### src/rtl/quad_decoder_if.sv
// rtl/quad_decoder_if.sv - quadrature decoder signal bundle
interface quad_decoder_if #(
  parameter int WIDTH = 8
);
  logic             a_in;
  logic             b_in;
  logic             load;
  logic [WIDTH-1:0] d_in;
  logic             clr_err;
  logic             step;
  logic             dir;
  logic [WIDTH-1:0] position;
  logic             err;

  modport master (
    output a_in, b_in, load, d_in, clr_err,
    input  step, dir, position, err
  );

  modport slave (
    input  a_in, b_in, load, d_in, clr_err,
    output step, dir, position, err
  );
endinterface

### src/rtl/quad_decoder.sv
// rtl/quad_decoder.sv - glitch-filtered quadrature decoder with position counter
module quad_decoder #(
  parameter int WIDTH = 8,
  parameter int FILT  = 2
) (
  input logic          clk,
  input logic          rst_n,
  quad_decoder_if.slave bus
);
  localparam int CW = (FILT > 1) ? $clog2(FILT) : 1;
  localparam int IW = $clog2(FILT + 4);

  localparam logic [1:0] S00 = 2'b00;
  localparam logic [1:0] S01 = 2'b01;
  localparam logic [1:0] S11 = 2'b11;
  localparam logic [1:0] S10 = 2'b10;

  // Pair bit 1 is channel A, bit 0 is channel B.
  logic [1:0]       sync1;
  logic [1:0]       sync2;
  logic [1:0]       filt;
  logic [1:0]       filt_q;
  logic [CW-1:0]    cnt [2];
  logic [1:0]       state;
  logic             init;
  logic [IW-1:0]    init_cnt;
  logic             step_r;
  logic             dir_r;
  logic             err_r;
  logic [WIDTH-1:0] pos_r;

  always_ff @(posedge clk) begin
    if (!rst_n) begin
      sync1  <= 2'b00;
      sync2  <= 2'b00;
      filt   <= 2'b00;
      filt_q <= 2'b00;
      cnt[0] <= '0;
      cnt[1] <= '0;
    end else begin
      sync1  <= {bus.a_in, bus.b_in};
      sync2  <= sync1;
      filt_q <= filt;
      for (int i = 0; i < 2; i++) begin
        if (sync2[i] != filt[i]) begin
          if (cnt[i] == CW'(FILT - 1)) begin
            filt[i] <= sync2[i];
            cnt[i]  <= '0;
          end else begin
            cnt[i] <= cnt[i] + CW'(1);
          end
        end else begin
          cnt[i] <= '0;
        end
      end
    end
  end

  // Gray position of a pair: forward sequence maps to 0,1,2,3.
  function automatic logic [1:0] gray_idx(input logic [1:0] s);
    return {s[1], s[1] ^ s[0]};
  endfunction

  logic [1:0] delta;
  logic       change;
  logic       fwd;
  logic       valid;
  logic       illegal;

  always_comb begin
    delta   = gray_idx(filt_q) - gray_idx(state);
    change  = (filt_q != state);
    fwd     = (delta == 2'd1);
    valid   = change && !init && (delta == 2'd1 || delta == 2'd3);
    illegal = change && !init && (delta == 2'd2);
  end

  always_ff @(posedge clk) begin
    if (!rst_n) begin
      state    <= S00;
      init     <= 1'b1;
      init_cnt <= '0;
      step_r   <= 1'b0;
      dir_r    <= 1'b1;
      err_r    <= 1'b0;
      pos_r    <= '0;
    end else begin
      step_r <= valid;
      if (valid) begin
        dir_r <= fwd;
      end
      if (bus.load) begin
        pos_r <= bus.d_in;
      end else if (valid) begin
        pos_r <= fwd ? pos_r + WIDTH'(1) : pos_r - WIDTH'(1);
      end
      if (illegal) begin
        err_r <= 1'b1;
      end else if (bus.clr_err) begin
        err_r <= 1'b0;
      end
      if (change) begin
        state <= filt_q;
      end
      // Timeout only counts cycles with nothing pending in the filter pipeline.
      if (init) begin
        if (change) begin
          init <= 1'b0;
        end else if (filt == state) begin
          if (init_cnt == IW'(FILT + 2)) begin
            init <= 1'b0;
          end else begin
            init_cnt <= init_cnt + IW'(1);
          end
        end
      end
    end
  end

  assign bus.step     = step_r;
  assign bus.dir      = dir_r;
  assign bus.err      = err_r;
  assign bus.position = pos_r;
endmodule
### src/flat_wrapper.sv
// flat-port wrapper written by rule: the top's interface ports become plain ports
module quad_decoder_flat 
#(
  parameter int WIDTH = 8,
  parameter int FILT  = 2
)
  (clk, rst_n, bus_a_in, bus_b_in, bus_load, bus_d_in, bus_clr_err, bus_step, bus_dir, bus_position, bus_err);
  quad_decoder_if #(.WIDTH(WIDTH)) bus_i ();
  input logic clk;
  input logic rst_n;
  input wire logic [$bits(bus_i.a_in)-1:0] bus_a_in;
  input wire logic [$bits(bus_i.b_in)-1:0] bus_b_in;
  input wire logic [$bits(bus_i.load)-1:0] bus_load;
  input wire logic [$bits(bus_i.d_in)-1:0] bus_d_in;
  input wire logic [$bits(bus_i.clr_err)-1:0] bus_clr_err;
  output wire logic [$bits(bus_i.step)-1:0] bus_step;
  output wire logic [$bits(bus_i.dir)-1:0] bus_dir;
  output wire logic [$bits(bus_i.position)-1:0] bus_position;
  output wire logic [$bits(bus_i.err)-1:0] bus_err;
  assign bus_i.a_in = bus_a_in;
  assign bus_i.b_in = bus_b_in;
  assign bus_i.load = bus_load;
  assign bus_i.d_in = bus_d_in;
  assign bus_i.clr_err = bus_clr_err;
  assign bus_step = bus_i.step;
  assign bus_dir = bus_i.dir;
  assign bus_position = bus_i.position;
  assign bus_err = bus_i.err;
  quad_decoder #(.WIDTH(WIDTH), .FILT(FILT)) u_core (.clk(clk), .rst_n(rst_n), .bus(bus_i));
endmodule
### config.mk
export PLATFORM = sky130hd
export DESIGN_NAME = quad_decoder_flat
export DESIGN_NICKNAME = d
export VERILOG_FILES = /design/src/rtl/quad_decoder_if.sv /design/src/rtl/quad_decoder.sv /design/src/flat_wrapper.sv
export SDC_FILE = /design/constraint.sdc
export NUM_CORES = 1
export LEC_CHECK = 0
export ABC_AREA = 1
export CORE_ASPECT_RATIO = 0.9
export CORE_UTILIZATION = 55
export DETAILED_ROUTE_END_ITERATION = 16
export PLACE_DENSITY = 0.82
export SKIP_CTS_REPAIR_TIMING = 1
export SYNTH_ARGS = -nofsm -noshare
export SYNTH_HDL_FRONTEND = slang
export SYNTH_SLANG_ARGS = --single-unit
### constraint.sdc
create_clock -name clk -period 4.25 [get_ports clk]
set_input_delay 1.275 -clock clk [delete_from_list [all_inputs] [get_ports clk]]
set_output_delay 1.275 -clock clk [all_outputs]
set_load 0.01 [all_outputs]
==> flow_summary.ini, run 1 <==
[floorplanning]
ioPinCount = 25
die_w_um = 56.5
core_area_sq_mm = 0.00249
dieArea_sq_mm = 0.00289
start_util_pct = 59.1
row_count = 17
dieHeight_um = 51.1

[synth]
seq_area_frac_synth_pct = 38.1
yosysWarnings = 0
ys_seq_elements = 27
synth_cells = 195
synth_area_sq_mm = 0.00147
netlist-cell-type-count = 26
avgSynthCellArea_sq_um = 7.55

[global_routing]
grt-ovfl-total = 0
grt_max_degree = 21
grt_pass1_vias = 1197
grt_pass1_wl_um = 5200
antenna_found_initial = 0
grtUsageTotal_pct = 22.8

[critical_path]
ff2ff_path_depth = 13
timing.rr.start = u_core.state[1]$_SDFFE_PN0N_
crit_chain = xor2_1 -> ha_1 -> inv_1 -> nand3_1 -> ha_1 -> a21oi_1 -> nand2_1 -> a31oi_1 -> nand2_1 -> nand2_1 -> nor2_1 -> nor2_1 -> nor2_1
crit_path_top_delay_cell = ha_1
crit_type = register to register
worstPathArrival_ns = 3.14
rrSetupSlack_ns = 1.36
start_kind = register
max_stage_delay_ns = 0.49
crit_path_max_fanout = 11
worstPathRequired_ns = 4.49
endpoint_kind = register
rr_endpoint = u_core.bus.position[5]$_SDFFE_PN0P_

[worst_hold_path]
hold_class = register to register
min_from = u_core.sync1[0]$_SDFF_PN0_
hold_depth = 2
hold_path_end = u_core.sync2[0]$_SDFF_PN0_

[routing]
final_antenna_net_count = 0
drt-total-wl_um = 2940
drtIter0Drc = 61
num_vias = 1333
drtPass1Iterations = 4
routedWlPerCell_um = 11.8
routed_via_density = 5.33
drc = 0

[clock_tree]
cts_max_level = 1
cts_sinks = 27
clock_latency_ns = 0.34
cts_max_path_buffers = 2
cts_buffers = 3
clkTransAtPathRegs_ns = 0.15
cts_tree = done
cts-root-buf = clkbuf_4

[outcome]
outcome = completed

[power_and_ir_drop]
ir_drop_mv = 0.271
powerDensity_mw_per_mm2 = 318
total_power_w = 0.000563
p_leak_nw = 0.833

[layout]
finalNetCount = 248
diodes = 0
finalNonFillerCells = 250
nFillCells = 209
stdcell_area_sq_mm = 0.00177
drive_above_1_share_pct = 6.31
area_growth_pct = 20.5

[placement]
io_buffers = 24
gp_congestion = 0.891
dp_cells = 246
dpl.hpwl_um = 2260
detailedPlace.worstSlack_ns = 1.41
place_area_sq_mm = 0.00174

[sta]
skew_ns = 0.00820
setup_violations = 0
min_period_over_period_pct = 68.1
setup_ws_ns = 1.36
rsz0062_at_grt = false
relSlewSlack_pct = 61.0
slew_viol_final = 0
period_minus_slack_ns = 2.89
tns_ns = 0
worst_pin_slew_ns = 0.583
fmax_ghz = 0.346
hold_violations = 0

[job]
drv_cap = 0
-- routing by layer --
metal	part of all wire, %	wire (um)	global-route usage (%)
met5	0	0	0
met4	0.48	14	3.66
met3	6.5	192	4.56
met2	45	1340	37.5
met1	47	1400	31.6
-- power breakdown --
part	total, W	internal (W)	switching (W)
Sequential	0.000286	0.000273	0.0000136
Combinational	0.000162	0.0000701	0.0000916
Clock	0.000115	0.0000361	0.0000792
Total	0.000563	0.000379	0.000184
-- cell type report --
type | instances | area [sq um] | share of cell area, %
Tap cell | 28 | 35.0 | 1.98
Inverter | 29 | 111 | 6.28
Clock buffer | 3 | 22.5 | 1.27
Multi-Input combinational cell | 138 | 796 | 44.9
Timing Repair Buffer | 24 | 240 | 13.5
Clock inverter | 1 | 7.51 | 0.423
Sequential cell | 27 | 561 | 31.6
-- cell usage in the layout (no fill, tap or decap), types with 2 or more instances in the layout --
master	Yosys	final
a31oi_1	4	4
ha_1	10	10
xnor2_1	5	5
a21oi_1	12	12
nor2_1	14	14
nand3_1	13	13
edfxtp_1	2	2
conb_1	1	2
nand2_1	48	48
nand2_4	2	2
xor2_1	4	4
clkbuf_4	0	3
inv_1	27	27
dfxtp_1	25	25
nand2_2	2	2
a211oi_1	4	4
o21ai_0	11	11
clkdlybuf4s50_1	0	24
-- worst max path at each step --
stage / startpoint / slack [ns] / endpoint / cells past startpoint
finish: u_core.state[1]$_SDFFE_PN0N_ / 1.36 / u_core.bus.position[5]$_SDFFE_PN0P_ / 13
global route: u_core.state[1]$_SDFFE_PN0N_ / 1.08 / u_core.bus.position[5]$_SDFFE_PN0P_ / 13
CTS: u_core.state[1]$_SDFFE_PN0N_ / 1.40 / u_core.bus.position[5]$_SDFFE_PN0P_ / 13
detailed placement: u_core.state[1]$_SDFFE_PN0N_ / 1.41 / u_core.bus.position[5]$_SDFFE_PN0P_ / 13
global placement: rst_n / 1.46 / u_core.bus.dir$_SDFFE_PN1P_ / 4
floorplan: u_core.state[1]$_SDFFE_PN0N_ / 1.81 / u_core.bus.position[5]$_SDFFE_PN0P_ / 13
-- registers in the layout, indices dropped and copies added, names as in the netlist --
register,flops
u_core.bus.dir,1
u_core.init,1
u_core.bus.err,1
u_core.init_cnt,3
u_core.state,2
u_core.bus.position,8
u_core.bus.step,1
u_core.sync1,2
u_core.filt,2
u_core.cnt,2
u_core.filt_q,2
u_core.sync2,2
-- cell usage after synthesis, drive strengths merged --
library cell | n | area share (%)
xnor2 | 5 | 3.0
ha | 10 | 8.5
nor2 | 16 | 4.8
a21oi | 12 | 4.1
fa | 1 | 1.4
clkbuf | 2 | 0.51
a32oi | 1 | 0.60
edfxtp | 2 | 4.1
nand2 | 52 | 15
conb | 1 | 0.25
xor2 | 4 | 2.4
o21ai | 11 | 3.7
inv | 29 | 7.6
a31oi | 4 | 1.7
nand3 | 15 | 6.3
a211oi | 4 | 2.0
a21o | 1 | 0.51
dfxtp | 25 | 34
-- cells by family (layout without fill, tap and decap cells) --
family / count (synthesis) / after routing / synth area share [%]
and+or+nand+nor: 83 / 83 / 25.7
AOI/OAI and AO/OA: 33 / 33 / 12.7
buffers and inverters: 31 / 57 / 8.08
DFF: 27 / 27 / 38.1
adders and majority gates: 11 / 11 / 9.86
xor gates and xnor gates: 9 / 9 / 5.36
other: 1 / 2 / 0.255
-- through the flow --
| step | utilization, % | hold WS (ns) |
|---|---|---|
| global placement | 70.0 | 0.392 |
| global route | 71.2 | 0.446 |
| detailed placement | 70.0 | 0.400 |
| floorplan | - | 0.390 |
| CTS | 71.2 | 0.429 |
| finish | 71.2 | 0.433 |
-- worst max-delay path, delay by kind of cell (launching register included) --
family / cells / cell delay [ns]
xor+xnor: 1 / 0.20
flops: 1 / 0.47
compound gates: 2 / 0.38
fa+ha+maj: 2 / 0.75
simple gates: 7 / 0.82
buf+inv: 1 / 0.17
Power figures use the tool's default switching activity.
==> run 2: changes to the inputs <==
- CORE_UTILIZATION: 55 -> 47
- PLACE_DENSITY: 0.82 -> 0.75
- clock period: 4.25 -> 2.4 ns (I/O delays scaled with it)
==> run 2 against run 1 <==
  * Fmax grew 29%
  * Sequential cell count is the same
  * Global-route usage shrank 2.2 points
  * Worst hold slack lost 0.0074 ns
  * Critical endpoint is now u_core.bus.position[7]$_SDFFE_PN0P_
  * Core utilization shrank 3.5 points
  * Critical path type unchanged
  * Final area grew 9.3%
  * Cell count grew 8.8%
  * Die area grew 16%
  * Sequential share of layout area shrank 2.2 points
==> flow_summary.ini, run 2 (synthesized netlist as in run 1, its figures left out) <==
[placement]
gp_congestion = 0.852
dpl.hpwl_um = 2400
io_buffers = 24

[routing]
drtIter0Drc = 37
routed_via_density = 4.90
drc = 0
final_antenna_net_count = 0
num_vias = 1332
drt-total-wl_um = 3160
routedWlPerCell_um = 11.6
drtPass1Iterations = 5

[sta]
tns_ns = 0
fmax_ghz = 0.444
skew_ns = 0.00102
setup_violations = 0
holdWs_ns = 0.426
min_period_over_period_pct = 93.8
slew_viol_final = 0
period_minus_slack_ns = 2.25
hold_violations = 0

[layout]
final_common_cell = nand2_1
multiInputGateArea_sq_um = 857
diodes = 0
register_area_sq_um = 569
final_core_utilization_pct = 67.8
drive_above_1_share_pct = 16.8
nFillCells = 250
area_growth_pct = 31.7
finalNetCount = 258
final_cell_mix = nand2_1, inv_1, clkdlybuf4s50_1
largest_reg_flops = 8

[job]
drv_cap = 0

[critical_path]
timing.rr.start = u_core.state[1]$_SDFFE_PN0N_
rr_endpoint = u_core.bus.position[7]$_SDFFE_PN0P_
crit_path_max_fanout = 7
start_kind = register
crit_path_top_delay_cell = dfxtp_2
ff2ff_path_depth = 15
worstPathArrival_ns = 2.53
critical_path.most_common_cell = nand2_1
rrSetupSlack_ns = 0.15
worstPathRequired_ns = 2.68
max_stage_delay_ns = 0.39
crit_type = register to register
crit_chain = xor2_2 -> ha_2 -> inv_2 -> nand3_4 -> buf_6 -> ha_1 -> nand2_2 -> inv_1 -> nand2_1 -> nand2_1 -> a21oi_2 -> nand3_1 -> nand3_1 -> nand2_1 -> a21oi_1
endpoint_kind = register

[clock_tree]
cts_sinks = 27
cts-root-buf = clkbuf_4
cts_max_level = 1
clkTransAtPathRegs_ns = 0.15
cts_tree = done
cts_buffers = 3
clock_latency_ns = 0.33
cts_max_path_buffers = 2

[floorplanning]
row_count = 18
ioPinCount = 25
core_area_sq_mm = 0.00286
dieArea_sq_mm = 0.00336
dieHeight_um = 55.1
start_util_pct = 51.4
die_w_um = 61.0

[global_routing]
grt_max_degree = 18
antenna_found_initial = 0
grtUsageTotal_pct = 20.6
grt-ovfl-total = 0
grt_pass1_vias = 1159
grt_pass1_wl_um = 5010

[outcome]
outcome = completed

[worst_hold_path]
hold_path_end = u_core.sync2[1]$_SDFF_PN0_
hold_class = register to register
hold_depth = 2
min_from = u_core.sync1[1]$_SDFF_PN0_

[power_and_ir_drop]
p_leak_nw = 0.890
powerDensity_mw_per_mm2 = 541
ir_drop_mv = 0.417
-- run 2: worst max-delay path by stage --
stage | startpoint | end | slack (ns) | cells past startpoint
floorplan | u_core.state[1]$_SDFFE_PN0N_ | u_core.bus.position[5]$_SDFFE_PN0P_ | 0.08 | 13
global placement | u_core.state[0]$_SDFFE_PN0N_ | u_core.bus.position[7]$_SDFFE_PN0P_ | 0.15 | 16
detailed placement | u_core.state[0]$_SDFFE_PN0N_ | u_core.bus.position[5]$_SDFFE_PN0P_ | 0.02 | 14
CTS | u_core.state[0]$_SDFFE_PN0N_ | u_core.bus.position[7]$_SDFFE_PN0P_ | -0.002 | 16
global route | u_core.state[0]$_SDFFE_PN0N_ | u_core.bus.position[7]$_SDFFE_PN0P_ | -0.04 | 16
finish | u_core.state[1]$_SDFFE_PN0N_ | u_core.bus.position[7]$_SDFFE_PN0P_ | 0.15 | 15
-- run 2: routing by layer --
metal,track usage [%],routed length [um],vias up
met2,33.9,1560,25
met4,3.41,16,0
met3,5.12,163,2
met1,27.8,1430,605
li1,-,-,700
met5,0,0,-
-- run 2: layout make-up --
type,count,area share (%)
Tap cell,40,2.58
Clock inverter,1,0.452
Inverter,29,5.75
Clock buffer,3,1.16
Multi-Input combinational cell,138,44.2
Timing Repair Buffer,34,16.5
Sequential cell,27,29.4
-- run 2: where the power goes --
group          leakage (nW)  total (W)  internal [W]  switching [W]
sequential            0.228   0.000507      0.000482      0.0000252
combinational         0.643   0.000329      0.000153       0.000176
clock                0.0183   0.000213     0.0000681       0.000145
-- run 2: critical path, delay by kind of cell (launching register included) --
kind            cells  cell delay (ns)
fa+ha+maj           2             0.59
flops               1             0.39
compound gates      2             0.22
buf+inv             3             0.29
simple gates        7             0.55
xor+xnor            1             0.16
-- run 2: through the flow --
stage / worst slack [ns] / cells / total power, W / cell area, sq um
floorplan: 0.0837 / 196 / 0.000714 / 1480
global placement: 0.148 / 264 / 0.000803 / 1810
detailed placement: 0.0201 / 264 / 0.000812 / 1810
CTS: -0.00250 / 268 / 0.00103 / 1840
global route: -0.0400 / 272 / 0.00113 / 1940
finish: 0.148 / 272 / 0.00105 / 1940
